## src/rtl/tia_color_lum_capture.sv

```systemverilog
// rtl/tia_color_lum_capture.sv - groups visible TIA lum/color pixels into sol/eol tagged words behind a FWFT FIFO
// One-pixel hold stage lets each pixel learn its end-of-line status before it is queued.
module tia_color_lum_capture #(
  parameter int DEPTH  = 8,
  parameter int ADDR_W = 3
) (
  input  logic              clkp,
  input  logic              reset_bar,
  input  logic              blk_bar,
  input  logic              l0,
  input  logic              l1,
  input  logic              l2,
  input  logic              c0,
  input  logic              c1,
  input  logic              c2,
  input  logic              c3,
  input  logic              out_ready,
  input  logic              clear_ovf,
  output logic              out_valid,
  output logic [6:0]        out_data,
  output logic [7:0]        out_x,
  output logic              out_sol,
  output logic              out_eol,
  output logic              overflow,
  output logic [8:0]        line_count
);

  localparam logic [ADDR_W:0] FULL_CNT = (ADDR_W+1)'(DEPTH);

  typedef struct packed {
    logic [6:0] data;
    logic [7:0] x;
    logic       sol;
    logic       eol;
  } word_t;

  logic              h_valid;
  logic [6:0]        h_data;
  logic [7:0]        h_x;
  logic              h_sol;
  logic              prev_vis;
  logic [7:0]        xcnt;

  word_t             mem [DEPTH];
  logic [ADDR_W-1:0] wr_ptr;
  logic [ADDR_W-1:0] rd_ptr;
  logic [ADDR_W-1:0] rd_next;
  logic [ADDR_W:0]   count;
  logic [ADDR_W:0]   count_next;

  logic [6:0]        pix;
  logic [7:0]        x_new;
  word_t             push_word;
  word_t             head_next;
  logic              pop;
  logic              push_req;
  logic              push_ok;
  logic              full;

  assign pix       = {c3, c2, c1, c0, l2, l1, l0};
  assign x_new     = !prev_vis ? 8'd0 : (xcnt == 8'hFF) ? 8'hFF : xcnt + 8'd1;

  assign out_valid = (count != '0);
  assign full      = (count == FULL_CNT);
  assign pop       = out_valid && out_ready;
  assign push_req  = h_valid;
  assign push_ok   = push_req && (!full || pop);

  assign push_word = '{data: h_data, x: h_x, sol: h_sol, eol: !blk_bar};

  assign rd_next    = rd_ptr + ADDR_W'(pop);
  assign count_next = count + (ADDR_W+1)'(push_ok) - (ADDR_W+1)'(pop);

  // Registered head: bypass the word being written when it becomes the new head.
  always_comb begin
    head_next = mem[rd_next];
    if (push_ok && (rd_next == wr_ptr)) begin
      head_next = push_word;
    end
  end

  always_ff @(posedge clkp) begin
    if (push_ok) begin
      mem[wr_ptr] <= push_word;
    end
  end

  always_ff @(posedge clkp or negedge reset_bar) begin
    if (!reset_bar) begin
      wr_ptr   <= '0;
      rd_ptr   <= '0;
      count    <= '0;
      out_data <= '0;
      out_x    <= '0;
      out_sol  <= 1'b0;
      out_eol  <= 1'b0;
    end else begin
      if (push_ok) begin
        wr_ptr <= wr_ptr + 1'b1;
      end
      rd_ptr <= rd_next;
      count  <= count_next;
      if (count_next != '0) begin
        out_data <= head_next.data;
        out_x    <= head_next.x;
        out_sol  <= head_next.sol;
        out_eol  <= head_next.eol;
      end
    end
  end

  always_ff @(posedge clkp or negedge reset_bar) begin
    if (!reset_bar) begin
      h_valid    <= 1'b0;
      h_data     <= '0;
      h_x        <= '0;
      h_sol      <= 1'b0;
      prev_vis   <= 1'b0;
      xcnt       <= '0;
      line_count <= '0;
      overflow   <= 1'b0;
    end else begin
      prev_vis <= blk_bar;
      if (blk_bar) begin
        xcnt    <= x_new;
        h_data  <= pix;
        h_x     <= x_new;
        h_sol   <= !prev_vis;
        h_valid <= 1'b1;
      end else begin
        xcnt <= '0;
        // The run closes here even if its final word is dropped.
        if (h_valid) begin
          h_valid    <= 1'b0;
          line_count <= line_count + 9'd1;
        end
      end
      if (push_req && !push_ok) begin
        overflow <= 1'b1;
      end else if (clear_ovf) begin
        overflow <= 1'b0;
      end
    end
  end

endmodule

```

## config.mk

```make
export PLATFORM = sky130hd
export DESIGN_NAME = tia_color_lum_capture
export DESIGN_NICKNAME = d
export VERILOG_FILES = /design/src/rtl/tia_color_lum_capture.sv
export SDC_FILE = /design/constraint.sdc
export NUM_CORES = 1
export LEC_CHECK = 0
export ABC_AREA = 1
export CORE_ASPECT_RATIO = 1.1
export CORE_MARGIN = 8
export CORE_UTILIZATION = 30
export CTS_CLUSTER_DIAMETER = 80
export CTS_CLUSTER_SIZE = 10
export DETAILED_ROUTE_END_ITERATION = 6
export PLACE_DENSITY = 0.44
export SYNTH_ARGS = -nofsm -noshare
export SYNTH_HDL_FRONTEND = slang
export SYNTH_SLANG_ARGS = --single-unit
```

## constraint.sdc

```tcl
create_clock -name clkp -period 3.3 [get_ports clkp]
set_clock_uncertainty 0.05 [all_clocks]
set_input_delay 0.495 -clock clkp [delete_from_list [all_inputs] [get_ports clkp]]
set_output_delay 0.495 -clock clkp [all_outputs]
set_load 0.02 [all_outputs]
```

==> reports/metrics.csv, run 1 <==
metric,value,unit
final total negative setup slack,0,ps
worst-margin pin slew,497.0,ps
net count after synthesis,822,
height of the die,192.5,um
drt total wl,21570,um
mapped cell area,8493,um^2
via count of the first global-routing pass,5616,
CP endpoint kind,register,
result of the run,"complete, no violations",
depth of the worst register-to-register path,15,
total setup violations reported at the end of the flow,0,
post-route worst hold slack,7.963,ps
Filler Cell Count,2840,
number of diodes added for antenna fixing,0,
count of nets left with antenna violations after detail routing,0,
ratio of final minimum period to clock period,85.25,%
Die Outline Area,33960,um^2
clock tree from TritonCTS,done,
async set or reset register ratio after synthesis,31.31,%
standard-cell row count,64,
number of buffers on the longest clock path,2,
Final HPWL DP,13750,um
Slew HR,66.76,%
setup repair after global routing missed its margin,no,
Unique masters post-synth,32,
root cell of the clock tree,sky130_fd_sc_hd__clkbuf_16,
antenna violations before repair,0,
clk slew on worst S/H paths,80,ps
synthesized area per cell,10.63,um^2
most common cell in the synthesized netlist,sky130_fd_sc_hd__nand2_1,
reported max-cap violation count,0,
static leakage,4.131,nW
max-slew violation count,0,
dpl ws,164.7,ps
starting utilization of the core area,30.48,%
top-area cell type share of the netlist area,48.08,%
buffer count from post-CTS setup fixing,0,
area of the core,27870,um^2
final hold vios,0,
required time reported for the critical path endpoint,3580,ps
maximum vdd ir drop,0.5532,mV
nets,875,
routed wirelength normalized by instance count,17.58,um
number of input and output port buffers inserted,39,
length of the first detailed-routing pass in iterations,6,
number of vias after detailed routing,5548,
number of gates resized after CTS,0,
routability cong.,0.7477,
Max Fclk,355.5,MHz
clock latency at the later pin of the worst-skew pair,430,ps
crit path kind,register to register,
P&R area growth vs syn,18.14,%
number of hold-repair buffers added at the cts stage,0,
wire length of the first global-routing pass,33950,um
synthesized instance count,799,
min cycle time layout,2813,ps
post-synth top area cell,sky130_fd_sc_hd__edfxtp_1,
x dimension of the die,176.4,um
vias per cell,4.522,
cells taking the most area after synthesis,"sky130_fd_sc_hd__edfxtp_1 48%, sky130_fd_sc_hd__dfrtp_1 18%, sky130_fd_sc_hd__nand2_1 13%, sky130_fd_sc_hd__nand3_1 6.1%, sky130_fd_sc_hd__inv_1 2.1%",
synth warn,0,
final critical-path setup slack,486.8,ps
synthesis-stage register bit count,198,
"critical path fanouts, max",17,
detailed-route DRC error count,0,
prevailing post-synth register cell,sky130_fd_sc_hd__edfxtp_1,
post-layout util,36.00,%
All-Layer GR Usage,13.15,%
Num Clock Sinks,198,
drt first-iter violations,319,
Worst setup SP type,register,
number of enable-type register cells in the synthesized netlist,136,
sequential fraction of the synthesis area,66.35,%
class of the tightest hold or removal check,input pin to asynchronous set/reset pin,
total global routing overflow,0,
num ports,40,
WP data arrival,3090,ps
depth of the CTS H-tree,4,
leading post-synthesis cells by instance count,"290 x sky130_fd_sc_hd__nand2_1, 136 x sky130_fd_sc_hd__edfxtp_1, 103 x sky130_fd_sc_hd__nand3_1",
ratio of cells with drive above 1 in the final layout,11.81,%
maximum number of pins on one net before global-route repair,69,
Cell Pwr Density,1019,nW/um^2
number of buffers added by the clock tree synthesis step,17,
[report_power, final]
group	switching (mW)	leakage (nW)	internal (mW)
Combinational	3.18	1.84	1.64
Clock	0.960	0.263	1.05
Sequential	0.245	2.02	3.15
Total	4.39	4.13	5.84
[registers in the layout, indices dropped and copies added (netlist names)]
register and flops:
mem 136, line_count 9, h_x 8, out_x 8, xcnt 8, h_data 7
out_data 7, count 4, rd_ptr 3, wr_ptr 3, h_sol 1, h_valid 1
out_eol 1, out_sol 1, overflow 1
[metrics by stage]
step / instances / cell area, um^2 / total power, mW
CTS: 1227 / 10030 / 10.38
detailed placement: 1196 / 9483 / 8.362
global placement: 1196 / 9483 / 8.354
global route: 1227 / 10030 / 11.01
floorplan: 799 / 8493 / 6.543
finish: 1227 / 10030 / 10.23
[final timing paths]
kind	startpoint	to	slack, ps
setup / recovery	count[2]	out_data[2]	490
hold / removal	reset_bar	line_count[6]	8
setup reg to reg	count[2]	out_data[2]	490
hold reg to reg	line_count[8]	line_count[8]	430
max in group asynchronous	reset_bar	count[1]	2890
min in group clkp	line_count[8]	line_count[8]	430
[cell families after synthesis]
kind of cell,synth area share [%]
AO/OA/AOI/OAI,1.473
XOR/XNOR,1.444
adder cells (fa/ha/maj),1.709
buffers and inverters,4.390
flip-flops,66.35
AND/OR/NAND/NOR,24.63
[layout by cell type (no fill, tap or decap), types with 2 or more instances in the layout]
cell and instances:
sky130_fd_sc_hd__nand4_1 19, sky130_fd_sc_hd__clkdlybuf4s50_1 38, sky130_fd_sc_hd__nor2_1 11, sky130_fd_sc_hd__nand3_1 103, sky130_fd_sc_hd__buf_4 22, sky130_fd_sc_hd__inv_2 2, sky130_fd_sc_hd__inv_6 5, sky130_fd_sc_hd__xor2_1 6
sky130_fd_sc_hd__xnor2_1 8, sky130_fd_sc_hd__ha_1 9, sky130_fd_sc_hd__nand2_1 290, sky130_fd_sc_hd__clkinvlp_4 3, sky130_fd_sc_hd__clkinv_1 3, sky130_fd_sc_hd__nor2_2 9, sky130_fd_sc_hd__buf_12 7, sky130_fd_sc_hd__edfxtp_1 136
sky130_fd_sc_hd__o21ai_0 17, sky130_fd_sc_hd__nand2_4 2, sky130_fd_sc_hd__inv_1 48, sky130_fd_sc_hd__nand3_2 10, sky130_fd_sc_hd__dfrtp_1 62, sky130_fd_sc_hd__clkbuf_16 17, sky130_fd_sc_hd__a21oi_1 5, sky130_fd_sc_hd__clkinv_2 2
sky130_fd_sc_hd__nor3_1 3, sky130_fd_sc_hd__nand2_2 13
[critical path, cell delays in order, from the launching register on]
cell and delay (ps):
sky130_fd_sc_hd__dfrtp_1 320, sky130_fd_sc_hd__inv_1 70, sky130_fd_sc_hd__ha_1 220, sky130_fd_sc_hd__nand2_2 100, sky130_fd_sc_hd__nand2_2 90, sky130_fd_sc_hd__nor2_1 180
sky130_fd_sc_hd__inv_1 80, sky130_fd_sc_hd__nand2_1 80, sky130_fd_sc_hd__ha_1 160, sky130_fd_sc_hd__inv_1 50, sky130_fd_sc_hd__fa_1 470, sky130_fd_sc_hd__inv_1 70
sky130_fd_sc_hd__nor3_4 220, sky130_fd_sc_hd__nand3_4 290, sky130_fd_sc_hd__nand3_1 190, sky130_fd_sc_hd__nand2_1 60
[routing by layer]
layer | vias to the layer above | GRT usage, % | share of wire, %
li1 | 2771 | - | -
met1 | 2686 | 17.76 | 49
met2 | 72 | 21.52 | 47
met3 | 19 | 2.427 | 2.7
met4 | 0 | 3.268 | 1.3
met5 | - | 0 | 0
[cell type report]
type                            instances  area [um^2]  area share (%)
Timing Repair Buffer                   68        690.7           6.884
Clock inverter                         13        121.4           1.210
Inverter                               52        195.2           1.945
Tap cell                              363        454.2           4.527
Multi-Input combinational cell        515         2507           24.99
Clock buffer                           18        429.2           4.277
Sequential cell                       198         5635           56.17
(Power assumes the default switching activity.)
==> run 2, diff against run 1 <==
CELL_PAD_IN_SITES_DETAIL_PLACEMENT = 1   (was unset)
CELL_PAD_IN_SITES_GLOBAL_PLACEMENT = 1   (was unset)
PLACE_DENSITY = 0.53   (was 0.44)
SETUP_SLACK_MARGIN = 0.05   (was unset)
==> run 2 against run 1 <==
Register-to-register slack worse by 60 ps; first-iteration DRC count down 33%; combinational power about the same; largest power group unchanged.
==> reports/metrics.csv, run 2 (same netlist as run 1, synthesis figures left out) <==
metric,value,unit,change
Die Outline Area,33960,um^2,unchanged
number of hold-repair buffers added at the cts stage,0,,unchanged
ratio of final minimum period to clock period,87.22,%,was 85.25%
Worst setup SP type,register,,unchanged
number of buffers added by the clock tree synthesis step,17,,unchanged
Buf/Inv on CP,4,,unchanged
"commonest cells after routing, fill and taps aside","290 x sky130_fd_sc_hd__nand2_1, 136 x sky130_fd_sc_hd__edfxtp_1, 103 x sky130_fd_sc_hd__nand3_1",,unchanged
antenna violations before repair,0,,unchanged
drt first-iter violations,215,,was 319
grt peak-use layer,met2,,unchanged
Max Fclk,347.4,MHz,was 355.5 MHz
ordered list of cells on the worst path,inv_1 > ha_1 > nand2_2 > nand2_2 > nor2_1 > inv_1 > nand2_1 > ha_1 > inv_1 > fa_1 > inv_1 > nor3_4 > nand3_4 > nand3_1 > nand2_1,,unchanged
starting utilization of the core area,30.48,%,unchanged
cell internal power dissipation,5.852,mW,was 5.838 mW
Cell Pwr Density,1030,nW/um^2,was 1019 nW/um^2
min cycle time layout,2878,ps,was 2813 ps
Final HPWL DP,14880,um,was 13750 um
number of cells in the design after placement,1193,,was 1196
total global routing overflow,0,,unchanged
worst-margin pin slew,765.3,ps,was 497.0 ps
clock tree from TritonCTS,done,,unchanged
ratio of cells with drive above 1 in the final layout,11.37,%,was 11.81%
detailed-route DRC error count,0,,unchanged
sequential fraction of design power,33.3,%,was 33.2%
dpl ws,114.8,ps,was 164.7 ps
crit path kind,register to register,,unchanged
Top Registers,"mem: 136 flops, line_count: 9 flops",,unchanged
drt total wl,23090,um,was 21570 um
final critical-path setup slack,421.9,ps,was 486.8 ps
relative contribution of combinational cells to total power,47.0,%,was 47.2%
area of the core,27870,um^2,unchanged
All-Layer GR Usage,14.18,%,was 13.15%
highest-delay cell along the critical path,sky130_fd_sc_hd__fa_1,,unchanged
x dimension of the die,176.4,um,unchanged
number of buffers on the longest clock path,2,,unchanged
maximum number of pins on one net before global-route repair,39,,was 69
final hold vios,0,,unchanged
num ports,40,,unchanged
CP endpoint kind,register,,unchanged
"critical path fanouts, max",17,,unchanged
met1 demand-to-capacity share in global routing,17.36,%,was 17.76%
number of vias after detailed routing,5748,,was 5548
nets,872,,was 875
result of the run,"complete, no violations",,unchanged
logic depth of the worst setup path including buffers,15,,unchanged
met2 GRT Util,25.09,%,was 21.52%
clk slew on worst S/H paths,70,ps,was 80 ps
register bank with the most flops,mem,,unchanged
depth of the worst register-to-register path,15,,unchanged
endpoint of the worst-slack reg-to-reg timing path,out_data[2],,unchanged
count of nets left with antenna violations after detail routing,0,,unchanged
clock latency at the later pin of the worst-skew pair,440,ps,was 430 ps
routed wirelength normalized by instance count,18.85,um,was 17.58 um
r2r setup slk,420,ps,was 490 ps
max-slew violation count,0,,unchanged
required time reported for the critical path endpoint,3570,ps,was 3580 ps
number of diodes added for antenna fixing,0,,unchanged
M3 GR Usage,2.270,%,was 2.427%
buffer count from post-CTS setup fixing,0,,unchanged
height of the die,192.5,um,unchanged
depth of the CTS H-tree,4,,unchanged
number of input and output port buffers inserted,39,,unchanged
WP data arrival,3150,ps,was 3090 ps
P&R area growth vs syn,17.44,%,was 18.14%
"count of placed standard cells in the final layout, fillers left out",1225,,was 1227
Crit. Startpoint,count[2],,unchanged
Critical Path Max Stage Delay,480,ps,was 470 ps
crit path capture,out_data[2],,unchanged
length of the first detailed-routing pass in iterations,4,,was 6
reported max-cap violation count,0,,unchanged
via count of the first global-routing pass,5963,,was 5616
most frequent standard cell in the layout excluding fill and tap cells,sky130_fd_sc_hd__nand2_1,,unchanged
relative contribution of the clock network to total power,19.7,%,about the same
Largest register FFs,136,,unchanged
setup repair after global routing missed its margin,no,,unchanged
CP dominant cell by count,sky130_fd_sc_hd__inv_1,,unchanged
static leakage,4.104,nW,was 4.131 nW
Slew HR,48.98,%,was 66.76%
Num Clock Sinks,198,,unchanged
P_sw,4.422,mW,was 4.387 mW
final total negative setup slack,0,ps,unchanged
vias per cell,4.692,,was 4.522
family with the most delay on the worst path,simple AND/OR/NAND/NOR gates,,unchanged
wire length of the first global-routing pass,35940,um,was 33950 um
RR Startpoint,count[2],,unchanged
root cell of the clock tree,sky130_fd_sc_hd__clkbuf_16,,unchanged
total setup violations reported at the end of the flow,0,,unchanged
share of total power consumed by net switching,43.04,%,was 42.91%
class of the tightest hold or removal check,input pin to asynchronous set/reset pin,,unchanged
maximum vdd ir drop,0.7629,mV,was 0.5532 mV
standard-cell row count,64,,unchanged
routability cong.,0.7442,,was 0.7477
number of gates resized after CTS,0,,unchanged
[run 2: worst min-delay path by stage]
stage                    end     startpoint  cells past startpoint  slack (ps)
3_5_place_dp   line_count[8]  line_count[8]                      1         420
4_1_cts        line_count[5]      reset_bar                      1          90
2_1_floorplan       count[0]      reset_bar                      0         150
3_3_place_gp   line_count[8]  line_count[8]                      1         420
5_1_grt        line_count[5]      reset_bar                      1         130
6_report       line_count[5]      reset_bar                      1          80
[run 2: power groups by stage]
| stage | Clock (mW) | Sequential, mW | Combinational (mW) |
|---|---|---|---|
| 4_1_cts | 2.09 | 3.43 | 4.95 |
| 5_1_grt | 2.17 | 3.46 | 5.42 |
| 6_report | 2.03 | 3.42 | 4.83 |
| 2_1_floorplan | 0 | 3.55 | 2.99 |
| 3_3_place_gp | 0 | 3.48 | 4.84 |
| 3_5_place_dp | 0 | 3.47 | 4.93 |
[run 2: metrics by stage]
step,total power [mW],hold WS [ps],area (um^2),utilization [%]
2_1_floorplan,6.543,149.4,8493,-
3_3_place_gp,8.322,415.5,9410,33.77
3_5_place_dp,8.401,418.9,9410,33.77
4_1_cts,10.47,87.41,9975,35.79
5_1_grt,11.06,133.6,9975,35.79
6_report,10.27,76.33,9975,35.79
[run 2: area by class of cell]
type / count / area (um^2)
repair buffers: 65 / 618.1
well taps: 363 / 454.2
multi-input cells: 515 / 2507
flip-flops and latches: 198 / 5635
inverters: 52 / 195.2
fillers: 3116 / 17890
clock buffers: 19 / 432.9
clock inverters: 13 / 131.4
[run 2: per-layer routing]
metal  routed length [um]  part of all wire, %
met1                10290                   45
met4                  335                  1.5
met5                    0                    0
met3                  538                  2.3
met2                11920                   52
[run 2: worst register-to-register path, stage by stage (launching register included)]
cell and delay [ps]:
sky130_fd_sc_hd__dfrtp_1 340, sky130_fd_sc_hd__inv_1 70, sky130_fd_sc_hd__ha_1 210, sky130_fd_sc_hd__nand2_2 90, sky130_fd_sc_hd__nand2_2 80, sky130_fd_sc_hd__nor2_1 220
sky130_fd_sc_hd__inv_1 100, sky130_fd_sc_hd__nand2_1 80, sky130_fd_sc_hd__ha_1 160, sky130_fd_sc_hd__inv_1 60, sky130_fd_sc_hd__fa_1 480, sky130_fd_sc_hd__inv_1 70
sky130_fd_sc_hd__nor3_4 210, sky130_fd_sc_hd__nand3_4 290, sky130_fd_sc_hd__nand3_1 200, sky130_fd_sc_hd__nand2_1 70
